### config.mk
export PLATFORM = sky130hd
export DESIGN_NAME = calc_result_collector
export DESIGN_NICKNAME = d
export VERILOG_FILES = /design/src/rtl/calc_result_collector_pkg.sv /design/src/rtl/res_tokenshr.sv /design/src/rtl/calc_result_collector.sv
export SDC_FILE = /design/constraint.sdc
export NUM_CORES = 2
export LEC_CHECK = 0
export CAP_MARGIN = 5
export CORE_UTILIZATION = 40
export CTS_CLUSTER_DIAMETER = 100
export CTS_CLUSTER_SIZE = 25
export DETAILED_ROUTE_END_ITERATION = 6
export HOLD_SLACK_MARGIN = 0.03
export PLACE_DENSITY_LB_ADDON = 0.25
export REMOVE_ABC_BUFFERS = 1
export SYNTH_ARGS = -nofsm -noshare
export SYNTH_HDL_FRONTEND = slang
export SYNTH_SLANG_ARGS = --single-unit
### constraint.sdc
create_clock -name clk -period 3.4 [get_ports clk]
set_input_delay 0.34 -clock clk [delete_from_list [all_inputs] [get_ports clk]]
set_output_delay 0.34 -clock clk [all_outputs]
set_load 0.01 [all_outputs]
### src/rtl/calc_result_collector_pkg.sv
// Shared constants and token type for the calcengine result path.
// Latency: n/a (types and constants only).
// Backpressure: n/a.
package calc_result_collector_pkg;

    localparam int N     = 40;               // lanes (perceptrons)
    localparam int Ba    = 24;               // result width per lane
    localparam int DEPTH = 4;                // rows in the row buffer, power of 2
    localparam int LW    = $clog2(N);        // lane index width
    localparam int SW    = $clog2(DEPTH);    // row slot index width
    localparam int CW    = $clog2(DEPTH + 1); // row counter width (0..DEPTH)

    // Capture token: travels down the skew chain with its row's slot.
    typedef struct packed {
        logic          vld;
        logic [SW-1:0] slot;
    } token_t;

    // Slot pointer advance; wraps for free because DEPTH is a power of 2.
    function automatic logic [SW-1:0] ptr_inc(input logic [SW-1:0] p);
        return p + 1'b1;
    endfunction

endpackage

### src/rtl/res_tokenshr.sv
// Token skew chain: stage i holds the token that captures lane i at this edge.
// Latency: stage 0 is the injected token itself, stage i lags it by i cycles.
// Backpressure: none; shifts every cycle, mirroring the engine's mode skew.
// Ports: clk, rst (async active-low), tok_in (token injected this cycle),
//        stage[0..N-1] (token seen by each lane at the coming edge).
module res_tokenshr
    import calc_result_collector_pkg::*;
(
    input  logic   clk,
    input  logic   rst,
    input  token_t tok_in,
    output token_t stage [N]
);

    token_t pipe_q [1:N-1];
    token_t pipe_d [1:N-1];

    always_comb begin
        pipe_d[1] = tok_in;
        for (int i = 2; i < N; i++) begin
            pipe_d[i] = pipe_q[i-1];
        end
    end

    always_ff @(posedge clk or negedge rst) begin
        if (!rst) begin
            for (int i = 1; i < N; i++) begin
                pipe_q[i] <= '0;
            end
        end else begin
            for (int i = 1; i < N; i++) begin
                pipe_q[i] <= pipe_d[i];
            end
        end
    end

    // Lane 0 is written on the very edge the start is seen, so stage 0 is
    // the unregistered injection point.
    always_comb begin
        stage[0] = tok_in;
        for (int i = 1; i < N; i++) begin
            stage[i] = pipe_q[i];
        end
    end

endmodule

### src/rtl/calc_result_collector.sv
// Reassembles skewed per-lane engine results into rows and streams them one lane per beat.
// Latency: first beat of a row is valid N cycles after its start.
// Backpressure: res_ready low holds all res_* stable; starts beyond DEPTH pending rows are dropped and flagged.
// Ports: clk, rst (async active-low); out_bus/start/mode from the engine; clr_ovf;
//        res_data/res_lane/res_mode/res_last/res_valid with res_ready; busy, overflow status.
module calc_result_collector
    import calc_result_collector_pkg::*;
(
    input  logic            clk,
    input  logic            rst,
    input  logic [N*Ba-1:0] out_bus,
    input  logic            start,
    input  logic            mode,
    input  logic            clr_ovf,
    output logic [Ba-1:0]   res_data,
    output logic [LW-1:0]   res_lane,
    output logic            res_mode,
    output logic            res_last,
    output logic            res_valid,
    input  logic            res_ready,
    output logic            busy,
    output logic            overflow
);

    logic [SW-1:0] wr_ptr_q, wr_ptr_d;
    logic [SW-1:0] rd_ptr_q, rd_ptr_d;
    logic [CW-1:0] alloc_cnt_q, alloc_cnt_d;
    logic [CW-1:0] ready_rows_q, ready_rows_d;
    logic [LW-1:0] lane_cnt_q, lane_cnt_d;
    logic          ovf_q, ovf_d;

    // Row storage and tags are not reset: nothing reads them until a row
    // has been fully captured since the last reset.
    logic [Ba-1:0] row_buf_q [DEPTH][N];
    logic          tag_q     [DEPTH];

    token_t tok_in;
    token_t stage [N];

    logic vld_c, beat, last_beat, accept, reject, complete, tok_any;

    res_tokenshr u_tokenshr (
        .clk    (clk),
        .rst    (rst),
        .tok_in (tok_in),
        .stage  (stage)
    );

    always_comb begin
        vld_c     = (ready_rows_q != '0);
        beat      = vld_c & res_ready;
        last_beat = beat & (lane_cnt_q == LW'(N-1));
        // A slot freed by this edge's last beat may be reused immediately:
        // the new row's lane 0 lands where the old row's lane 0 was already read.
        accept    = start & ((alloc_cnt_q < CW'(DEPTH)) | last_beat);
        reject    = start & ~accept;
        complete  = stage[N-1].vld;

        tok_in.vld  = accept;
        tok_in.slot = wr_ptr_q;

        wr_ptr_d   = accept ? ptr_inc(wr_ptr_q) : wr_ptr_q;
        rd_ptr_d   = rd_ptr_q;
        lane_cnt_d = lane_cnt_q;
        if (last_beat) begin
            lane_cnt_d = '0;
            rd_ptr_d   = ptr_inc(rd_ptr_q);
        end else if (beat) begin
            lane_cnt_d = lane_cnt_q + 1'b1;
        end

        // Increment and decrement in the same cycle net to no change.
        alloc_cnt_d  = alloc_cnt_q + CW'(accept) - CW'(last_beat);
        ready_rows_d = ready_rows_q + CW'(complete) - CW'(last_beat);

        // A drop in the same cycle as a clear must stay visible.
        if (reject) begin
            ovf_d = 1'b1;
        end else if (clr_ovf) begin
            ovf_d = 1'b0;
        end else begin
            ovf_d = ovf_q;
        end

        tok_any = 1'b0;
        for (int i = 1; i < N; i++) begin
            tok_any = tok_any | stage[i].vld;
        end
    end

    always_ff @(posedge clk or negedge rst) begin
        if (!rst) begin
            wr_ptr_q     <= '0;
            rd_ptr_q     <= '0;
            alloc_cnt_q  <= '0;
            ready_rows_q <= '0;
            lane_cnt_q   <= '0;
            ovf_q        <= 1'b0;
        end else begin
            wr_ptr_q     <= wr_ptr_d;
            rd_ptr_q     <= rd_ptr_d;
            alloc_cnt_q  <= alloc_cnt_d;
            ready_rows_q <= ready_rows_d;
            lane_cnt_q   <= lane_cnt_d;
            ovf_q        <= ovf_d;
        end
    end

    // Each live token writes only its own lane of its own slot, so
    // overlapping captures never touch the same entry.
    always_ff @(posedge clk) begin
        for (int i = 0; i < N; i++) begin
            if (stage[i].vld) begin
                row_buf_q[stage[i].slot][i] <= out_bus[i*Ba +: Ba];
            end
        end
        if (accept) begin
            tag_q[wr_ptr_q] <= mode;
        end
    end

    // Outputs are forced to zero when no row is pending so stale buffer
    // contents never show on the interface.
    always_comb begin
        res_valid = vld_c;
        res_data  = vld_c ? row_buf_q[rd_ptr_q][lane_cnt_q] : '0;
        res_lane  = lane_cnt_q;
        res_mode  = vld_c & tag_q[rd_ptr_q];
        res_last  = vld_c & (lane_cnt_q == LW'(N-1));
        busy      = tok_any | (alloc_cnt_q != '0);
        overflow  = ovf_q;
    end

endmodule

==> results.md <==
- First-pass GRT wire length: 708000 um
- CP Data Arrival Time: 4.34 ns
- Pleak: 0.0612 uW
- Max-slew violation count: 0
- Dpl hpwl: 365000 um
- Clk pin slew, worst setup/hold paths: 0.09 ns
- Via/cell ratio: 5.78
- Worst setup path category: reg -> out
- IO Pins: 1001
- TritonCTS Buffers: 188
- GPL Wtd Cong: 0.854
- Initial cell density of the core: 40.2%
- Worst-Skew Late Latency: 0.98 ns
- Reg2Reg Setup Slack: 0.19 ns
- Initial antenna violation count: 267
- DRC: 0
- Vias in the first global route: 84700
- Power Dens Cells: 744 nW/um^2
- Final cycle utilization of the critical path: 138%
- Crit end category: output pin
- Synth Flop Type: edfxtp_1
- Post-synthesis sequential area ratio: 78.6%
- Gr ovfl total: 0
- FF+latch count, synth: 3978
- Clk buf depth: 4
- Die X: 617 um
- Syn Std Cell Area: 151000 sq um
- Root buffer selected by CTS: clkbuf_16
- CTS Sinks: 3978
- Setup ws final: -1.28 ns
- Die H: 617 um
- Slew Limit Headroom: 21.9%
- DRT iter0 DRCs: 9862
- Htree depth: 4
- Measured slew at the worst slew-check pin: 1.17 ns
- Finish-stage setup viols: 24
- Vias: 84437
- Fmax: 214 MHz
- Final Instance Area: 194000 sq um
- Placed instance area: 174000 sq um
- Max-Cap Viols: 0
- DR WL/cell: 36.2 um
- Post-synth EDFFs: 3844
- Layout cells sized above 1: 27.8%
- Core area: 376000 sq um
- First drt pass iteration count: 6
- Fin nets: 10372
- Syn_area_per_cell: 22.6 sq um
- Largest net degree at the start of global routing: 60
- Synthesis-to-layout area growth: 28.1%
- Worst min path class: in -> reg
- Clock skew: 0.0618 ns
- Max Fanout on Critical Path: 8
- Cells after Synth: 6687
- Maximum vdd drop: 0.000613 V
- Area of the die: 380000 sq um
- Failing checks: setup timing
- I/O Buffers: 1000
- Gr usage total: 27.3%
- Critical Path RT: 3.06 ns
- Pre-CTS WS: -1.36 ns
- RSZ-0062 raised after global routing: true
- Rows: 225
- Final core occ: 51.5%
- Post-synth top area share: 76.4%
- Post-layout minimum cycle time: 4.68 ns
- Fill cells: 29532
- Synth cell types: 68
- Pwr Total: 144000 uW
- Final WL: 529000 um
- Top cells by area, synth: edfxtp_1, mux4_2, mux2i_1
- Startpoint types: register
- Outcome: finished, violations left
- Yosys Warn Count: 0
- Final hold violations: 0
- CTS tree: done
- Asr flop ratio synth: 3.37%
- Antenna Nets Post-Route: 0
- Hold Slack: 0.0754 ns
- Synth area leader: edfxtp_1
cell usage after synthesis (all sizes together) (5+ instances only):
library cell / number
nor4: 27
clkbuf: 106
mux2: 31
nor2b: 20
nand2: 113
buf: 256
nor2: 86
dfrtp: 134
a21oi: 115
a221o: 6
mux4: 863
o32a: 5
o21ai: 72
edfxtp: 3844
o221ai: 74
o22ai: 36
and3b: 25
a221oi: 51
a22oi: 116
nor3: 25
inv: 16
xnor2: 8
nor3b: 39
a22o: 15
and2: 10
nand3: 16
o32ai: 16
ha: 9
mux2i: 387
a2111oi: 30
and3: 42
a211oi: 41
placed cells by master, fill, tap and decap left out, drive strengths merged, types with 51 or more instances in the layout:
cell type	netlist	layout
mux4	863	863
clkbuf	106	243
o221ai	74	74
edfxtp	3844	3844
a221oi	51	51
nor2	86	86
clkdlybuf4s50	0	972
mux2i	387	387
buf	256	1097
a22oi	116	116
dfrtp	134	134
a21oi	115	115
nand2	113	113
dlygate4sd3	0	790
diode	0	151
o21ai	72	72
worst paths after layout:
kind	from	to	depth (start not counted)
hold / removal	out_bus[143]	row_buf_q[2][839]	1
setup / recovery	rd_ptr_q[0]	res_data[12]	11
max in group asynchronous	rst	res_lane[0]	4
min in group asynchronous	rst	u_tokenshr.stage[2]	4
setup reg to reg	res_lane[0]	alloc_cnt_q[2]	16
hold reg to reg	u_tokenshr.stage[115]	u_tokenshr.stage[112]	0
power by group:
part / internal, uW / switching [uW] / total, uW / leakage (uW)
clock network: 10500 / 15500 / 26000 / 0.00260
logic: 22800 / 31000 / 53800 / 0.0221
registers: 61500 / 2670 / 64200 / 0.0365
worst max-delay path, stage by stage (launching register included):
cell and delay [ns]:
dfrtp_4 0.51, buf_12 0.17, buf_12 0.13, buf_12 0.14, buf_6 0.11, mux4_2 0.45, mux2i_4 0.20, o21ai_1 0.10
buf_4 0.17, a2111oi_4 0.88, o32ai_4 0.27, buf_2 0.21
metrics by stage:
stage               setup TNS (ns)  std cells
CTS                         -28.81      14395
detailed placement          -20.59      13154
floorplan                 -1304.18       6325
global placement            -20.49      13154
finish                      -27.19      14614
global route                -29.16      14529
routing by layer:
layer | track usage, % | share of wire [%] | vias up
li1 | - | - | 33906
met1 | 35.0 | 38 | 45191
met2 | 45.1 | 48 | 4206
met3 | 4.80 | 7.7 | 996
met4 | 13.1 | 5.9 | 138
met5 | 0 | 0.17 | -
timing repair:
item                                   in CTS  in global routing
pin swaps                                  89                 71
setup buffers                             167                 66
gates resized for setup                   580                161
setup endpoints to repair                  32                 26
endpoints found under the hold margin    3254                  0
gates cloned                               29                  8
hold buffers                              791                  0
layout make-up:
cell class / instances / area [sq um] / area share [%]
clock buffer: 234 / 4900 / 2.53
multi-input combinational: 2330 / 33200 / 17.2
timing repair buffer: 2880 / 29600 / 15.3
antenna: 151 / 378 / 0.195
inverter: 17 / 73.8 / 0.0381
clock inverter: 30 / 473 / 0.244
sequential: 3978 / 119000 / 61.3
tap: 4994 / 6250 / 3.23
registers in the layout (all words and copies together) (netlist names):
name / count
rd_ptr_q: 2
u_tokenshr.stage: 117
res_lane: 6
tag_q: 4
ready_rows_q: 3
alloc_cnt_q: 3
overflow: 1
wr_ptr_q: 2
row_buf_q: 3840
logic make-up after synthesis:
logic type | count (synthesis) | share of synthesized area (%)
compound gates | 608 | 2.88
flops | 3978 | 78.6
simple gates | 421 | 1.46
xor+xnor | 9 | 0.0521
mux | 1281 | 15.7
fa+ha+maj | 11 | 0.101
buf+inv | 379 | 1.28
Power figures use the tool's default switching activity.
